<file path="src/rtl/memory_arbiter.sv">
// memory_arbiter: memory-side responder for the cache_control protocol.
// Serves icache fetches and dcache reads/writes from CPUS cores over one
// shared single-port RAM, one transaction at a time.
//
// state | meaning
// ------+---------------------------------------------------------------
// IDLE  | RAM idle; arbitrate and capture the winning request
// SERVE | drive the granted request to the RAM until ACCESS or abort
module memory_arbiter #(
   parameter int CPUS   = 2,
   parameter int ADDR_W = 32
) (
   input  logic                   CLK,
   input  logic                   nRST,
   input  logic [CPUS-1:0]        iREN,
   input  logic [CPUS*ADDR_W-1:0] iaddr,
   input  logic [CPUS-1:0]        dREN,
   input  logic [CPUS-1:0]        dWEN,
   input  logic [CPUS*ADDR_W-1:0] daddr,
   input  logic [CPUS*ADDR_W-1:0] dstore,
   output logic [CPUS-1:0]        iwait,
   output logic [CPUS-1:0]        dwait,
   output logic [CPUS*ADDR_W-1:0] iload,
   output logic [CPUS*ADDR_W-1:0] dload,
   output logic                   ramREN,
   output logic                   ramWEN,
   output logic [ADDR_W-1:0]      ramaddr,
   output logic [ADDR_W-1:0]      ramstore,
   input  logic [ADDR_W-1:0]      ramload,
   input  logic [1:0]             ramstate
);

   localparam int ID_W = (CPUS > 1) ? $clog2(CPUS) : 1;
   localparam logic [1:0] RAM_ACCESS = 2'd2;

   typedef enum logic {IDLE, SERVE} state_t;

   state_t              state_q, state_d;
   logic [ID_W-1:0]     rr_q;
   logic [ID_W-1:0]     gnt_cpu_q;
   logic                gnt_data_q;
   logic                gnt_wen_q;
   logic [ADDR_W-1:0]   gnt_addr_q;
   logic [ADDR_W-1:0]   gnt_store_q;

   logic                req_found;
   logic [ID_W-1:0]     req_cpu;
   logic                req_data;
   logic                req_wen;
   logic [ADDR_W-1:0]   req_addr;
   logic [ADDR_W-1:0]   req_store;

   logic                granted_en;
   logic                capture;
   logic                complete;
   logic [ID_W-1:0]     rr_next;

   // The RAM read data fans out to every core; consumers qualify it with their wait.
   assign iload = {CPUS{ramload}};
   assign dload = {CPUS{ramload}};

   // Round-robin pick starting at rr: any data request beats every fetch.
   always_comb begin
      int idx;
      idx       = 0;
      req_found = 1'b0;
      req_cpu   = '0;
      req_data  = 1'b0;
      req_wen   = 1'b0;
      req_addr  = '0;
      req_store = '0;
      for (int k = 0; k < CPUS; k++) begin
         idx = (int'(rr_q) + k) % CPUS;
         if (!req_found && (dREN[idx] || dWEN[idx])) begin
            req_found = 1'b1;
            req_cpu   = ID_W'(idx);
            req_data  = 1'b1;
            // dREN and dWEN together is treated as a write
            req_wen   = dWEN[idx];
            req_addr  = daddr[idx*ADDR_W +: ADDR_W];
            req_store = dstore[idx*ADDR_W +: ADDR_W];
         end
      end
      for (int k = 0; k < CPUS; k++) begin
         idx = (int'(rr_q) + k) % CPUS;
         if (!req_found && iREN[idx]) begin
            req_found = 1'b1;
            req_cpu   = ID_W'(idx);
            req_data  = 1'b0;
            req_wen   = 1'b0;
            req_addr  = iaddr[idx*ADDR_W +: ADDR_W];
            req_store = '0;
         end
      end
   end

   // The granted requester is still asking; dropping the enable aborts the transaction.
   always_comb begin
      granted_en = 1'b0;
      if (gnt_data_q) begin
         granted_en = gnt_wen_q ? dWEN[gnt_cpu_q] : dREN[gnt_cpu_q];
      end else begin
         granted_en = iREN[gnt_cpu_q];
      end
   end

   // Next round-robin start: one past the core that just completed, wrapping.
   always_comb begin
      rr_next = '0;
      if (CPUS > 1 && gnt_cpu_q != ID_W'(CPUS - 1)) begin
         rr_next = gnt_cpu_q + 1'b1;
      end
   end

   // Next-state and RAM/wait outputs; waits default high, at most one drops on ACCESS.
   always_comb begin
      state_d  = state_q;
      capture  = 1'b0;
      complete = 1'b0;
      ramREN   = 1'b0;
      ramWEN   = 1'b0;
      ramaddr  = '0;
      ramstore = '0;
      iwait    = '1;
      dwait    = '1;
      case (state_q)
         IDLE: begin
            if (req_found) begin
               capture = 1'b1;
               state_d = SERVE;
            end
         end
         SERVE: begin
            ramaddr  = gnt_addr_q;
            ramstore = gnt_store_q;
            if (!granted_en) begin
               state_d = IDLE;
            end else begin
               ramREN = ~gnt_wen_q;
               ramWEN = gnt_wen_q;
               // FREE, BUSY and ERROR all mean keep driving and retry
               if (ramstate == RAM_ACCESS) begin
                  complete = 1'b1;
                  state_d  = IDLE;
                  if (gnt_data_q) begin
                     dwait[gnt_cpu_q] = 1'b0;
                  end else begin
                     iwait[gnt_cpu_q] = 1'b0;
                  end
               end
            end
         end
         default: state_d = IDLE;
      endcase
   end

   // State register.
   always_ff @(posedge CLK or negedge nRST) begin
      if (!nRST) begin
         state_q <= IDLE;
      end else begin
         state_q <= state_d;
      end
   end

   // Grant registers: loaded once per transaction in IDLE, held through SERVE.
   always_ff @(posedge CLK or negedge nRST) begin
      if (!nRST) begin
         gnt_cpu_q   <= '0;
         gnt_data_q  <= 1'b0;
         gnt_wen_q   <= 1'b0;
         gnt_addr_q  <= '0;
         gnt_store_q <= '0;
      end else if (capture) begin
         gnt_cpu_q   <= req_cpu;
         gnt_data_q  <= req_data;
         gnt_wen_q   <= req_wen;
         gnt_addr_q  <= req_addr;
         gnt_store_q <= req_store;
      end
   end

   // Round-robin pointer moves only on a completed transaction, never on an abort.
   always_ff @(posedge CLK or negedge nRST) begin
      if (!nRST) begin
         rr_q <= '0;
      end else if (complete) begin
         rr_q <= rr_next;
      end
   end

endmodule
</file>
<file path="config.mk">
export PLATFORM = sky130hd
export DESIGN_NAME = memory_arbiter
export DESIGN_NICKNAME = d
export VERILOG_FILES = /design/src/rtl/memory_arbiter.sv
export SDC_FILE = /design/constraint.sdc
export NUM_CORES = 1
export LEC_CHECK = 0
export CORE_AREA = 2 2 169 171
export CTS_BUF_LIST = sky130_fd_sc_hd__clkbuf_16
export DETAILED_ROUTE_END_ITERATION = 12
export DIE_AREA = 0 0 171 173
export DONT_BUFFER_PORTS = 1
export PLACE_DENSITY_LB_ADDON = 0.08
export SLEW_MARGIN = 20
export SYNTH_ARGS = -nofsm -noshare
export SYNTH_HDL_FRONTEND = slang
export SYNTH_SLANG_ARGS = --single-unit
export TNS_END_PERCENT = 50
</file>
<file path="constraint.sdc">
create_clock -name CLK -period 2.56 [get_ports CLK]
set_input_delay 0.256 -clock CLK [delete_from_list [all_inputs] [get_ports CLK]]
set_output_delay 0.256 -clock CLK [all_outputs]
set_load 0.03 [all_outputs]
</file>
==> flow_summary.yaml <==
logic_synthesis:
  ys_ff_latch: 69
  synth_top_area_cell: "dfrtp_1"
  avgSynthCellArea_sq_um: 8.34
  synth_commonest_cells: "129 x buf_4, 69 x dfrtp_1, 66 x a2bb2oi_1, 65 x and2_1, 57 x o21ai_1"
  yosys_warnings: 0
  syn-cell-area_sq_um: 5760
  synthFlopType: "dfrtp_1"
  yosysUniqueCellTypes: 37
  synth_nets: 925
  syn_inst: 691
  synth_edf_count: 0
  async_flop_share: 1.00
  yosysTopAreaCellShare: 0.300
  synth_most_common_cell: "buf_4"
  ys_seq_area_frac: 0.300
  ys_top_cells_by_area: "dfrtp_1 30%, buf_4 17%, a2bb2oi_1 10%"
grt:
  grt_usage: 0.145
  grt_pass1_wl_microns: 31900
  antenna_found_initial: 1
  grt_overflow: 0
  grt_max_degree: 70
  grt_pass1_vias: 4893
die:
  start_util: 0.209
  die_h_microns: 173
  die_area_sq_um: 29600
  io-pin-count: 432
  core.rowCount: 61
  core_sq_um: 27600
  die_w_microns: 171
timing:
  worstMarginPinSlew_ps: 825
  setup_tns_ps: 0
  final.period_utilization: 0.951
  hold_viol: 0
  fmax_mhz: 411
  finalMaxSlewViolations: 0
  fin_crit_ps: 2430
  setup_viol: 0
  slew_headroom: 0.450
  rsz0062_at_grt: "false"
  fin_worst_skew_ps: 6.82
drt:
  drt_iter0_drc: 336
  via_per_inst: 5.08
  avgRoutedWirePerCell_microns: 24.4
  wirelength_microns: 22300
  firstDrtPassIters: 6
  vias: 4642
  route.detailed.drc: 0
  antenna_left: 0
hold_path:
  min_path_type: "input port to flop"
clock_tree:
  cts_hold_buf: 2
  htree_levels: 3
  cts_buffers: 9
  clock_latency_ps: 340
  cts.sinks: 69
  cts_resized: 0
  cts_tree: "done"
  post_cts_buffers: 0
  clk_pin_slew_worst_paths_ps: 60
  root_buffer: "clkbuf_16"
  clockBufferDepth: 2
cells_and_area:
  fin_util: 0.199
  multi_input_area_sq_um: 2810
  nFillCells: 3097
  nNetsFinal: 764
  syn2layout_area_growth_pct: -4.80
  layout-drive-gt1-share: 0.0897
  antennaDiodeCount: 0
  register_area_sq_um: 1730
status:
  run_status: "finished clean"
worst_setup_path:
  path_class: "flop to output pin"
  crit_path_end_kind: "output pin"
  critPathMaxFanout: 9
  start_kind: "flop"
  arrival_ps: 2180
  worstPathRequired_ps: 2300
pwr:
  irDropWorstVdd_mv: 0.283
  pwr_density_cell_nw_per_um2: 1340
  leakagePower_nw: 2.03
placement:
  port-buffer-count: 0
  place_hpwl_microns: 15000
  routabilityCongestion: 0.733
run:
  maxCapViolCount: 0
-- cell type report --
type                            count  share of cell area
Timing Repair Buffer               17              0.0319
Clock buffer                        9              0.0410
Sequential cell                    69               0.315
Tap cell                          378              0.0862
Inverter                            1            0.000684
Clock inverter                      7              0.0123
Multi-Input combinational cell    432               0.513
-- layout by cell type (no fill, tap or decap), types with 2 or more instances in the layout --
cell        netlist  layout
nor2_4            0       2
clkinv_2          0       2
a2bb2oi_1        66      66
nor2b_1          33      33
a222oi_1         32      32
o21ai_1          57      57
a22oi_1          15      15
nand2_1          54      54
mux2_2            3       3
o21ai_0          26      26
a21oi_1           3       2
nor2_1           40      38
buf_12            0       2
clkinvlp_4        0       2
dfrtp_1          69      67
a211oi_1          2       2
buf_4           129      13
a221oi_1         17      17
nand3b_1          2       2
and2_1           65      65
dfrtp_2           0       2
clkbuf_16         0       9
inv_1             1       2
-- metal layers --
| layer | GRT usage | up-vias | wire [microns] |
|---|---|---|---|
| met1 | 0.173 | 2276 | 8780 |
| met2 | 0.241 | 283 | 10500 |
| li1 | - | 2041 | - |
| met5 | 0 | - | 13 |
| met4 | 0.0424 | 2 | 418 |
| met3 | 0.0565 | 40 | 2510 |
-- critical path, stage by stage, from the launching register on --
cell and delay (ps):
dfrtp_1 500, mux4_2 550, mux2_2 300, and2_1 170, nand4b_1 310
-- per-stage QoR --
stage	area (sq um)	cells	worst slack (ps)	hold slack, ps	power [mW]
6_report	5490	913	125	89.6	7.36
5_1_grt	5490	913	26.8	91.1	7.94
4_1_cts	5490	913	94.4	78.2	7.53
3_5_place_dp	5160	895	482	-37.1	6.15
3_3_place_gp	5160	895	506	-36.8	6.10
2_1_floorplan	5760	691	643	-39.6	5.50
-- worst paths after layout --
check,depth (start not counted),slack [ps],end,from
min in group asynchronous,2,470,gnt_store_q[20],nRST
max in group asynchronous,2,1750,gnt_addr_q[22],nRST
setup / recovery,4,130,dwait[0],gnt_cpu_q
hold reg to reg,2,480,gnt_addr_q[4],gnt_addr_q[4]
hold / removal,2,90,gnt_store_q[19],dstore[51]
setup reg to reg,6,590,gnt_addr_q[2],rr_q
-- state kept, by name (all words and copies together), names as in the netlist --
register	cells
gnt_addr_q	32
gnt_store_q	32
gnt_cpu_q	1
gnt_data_q	1
gnt_wen_q	1
rr_q	1
state_q	1
-- cell families after synthesis --
| group | after synthesis | synth area share |
|---|---|---|
| buffers and inverters | 190 | 0.218 |
| muxes | 5 | 0.0115 |
| DFF | 69 | 0.300 |
| and+or+nand+nor | 203 | 0.185 |
| AOI/OAI and AO/OA | 224 | 0.287 |
-- report_power, final --
| group | switching [mW] | internal [mW] |
|---|---|---|
| sequential | 0.315 | 1.63 |
| clock | 0.542 | 0.752 |
| combinational | 2.95 | 1.17 |
(Power assumes the default switching activity.)
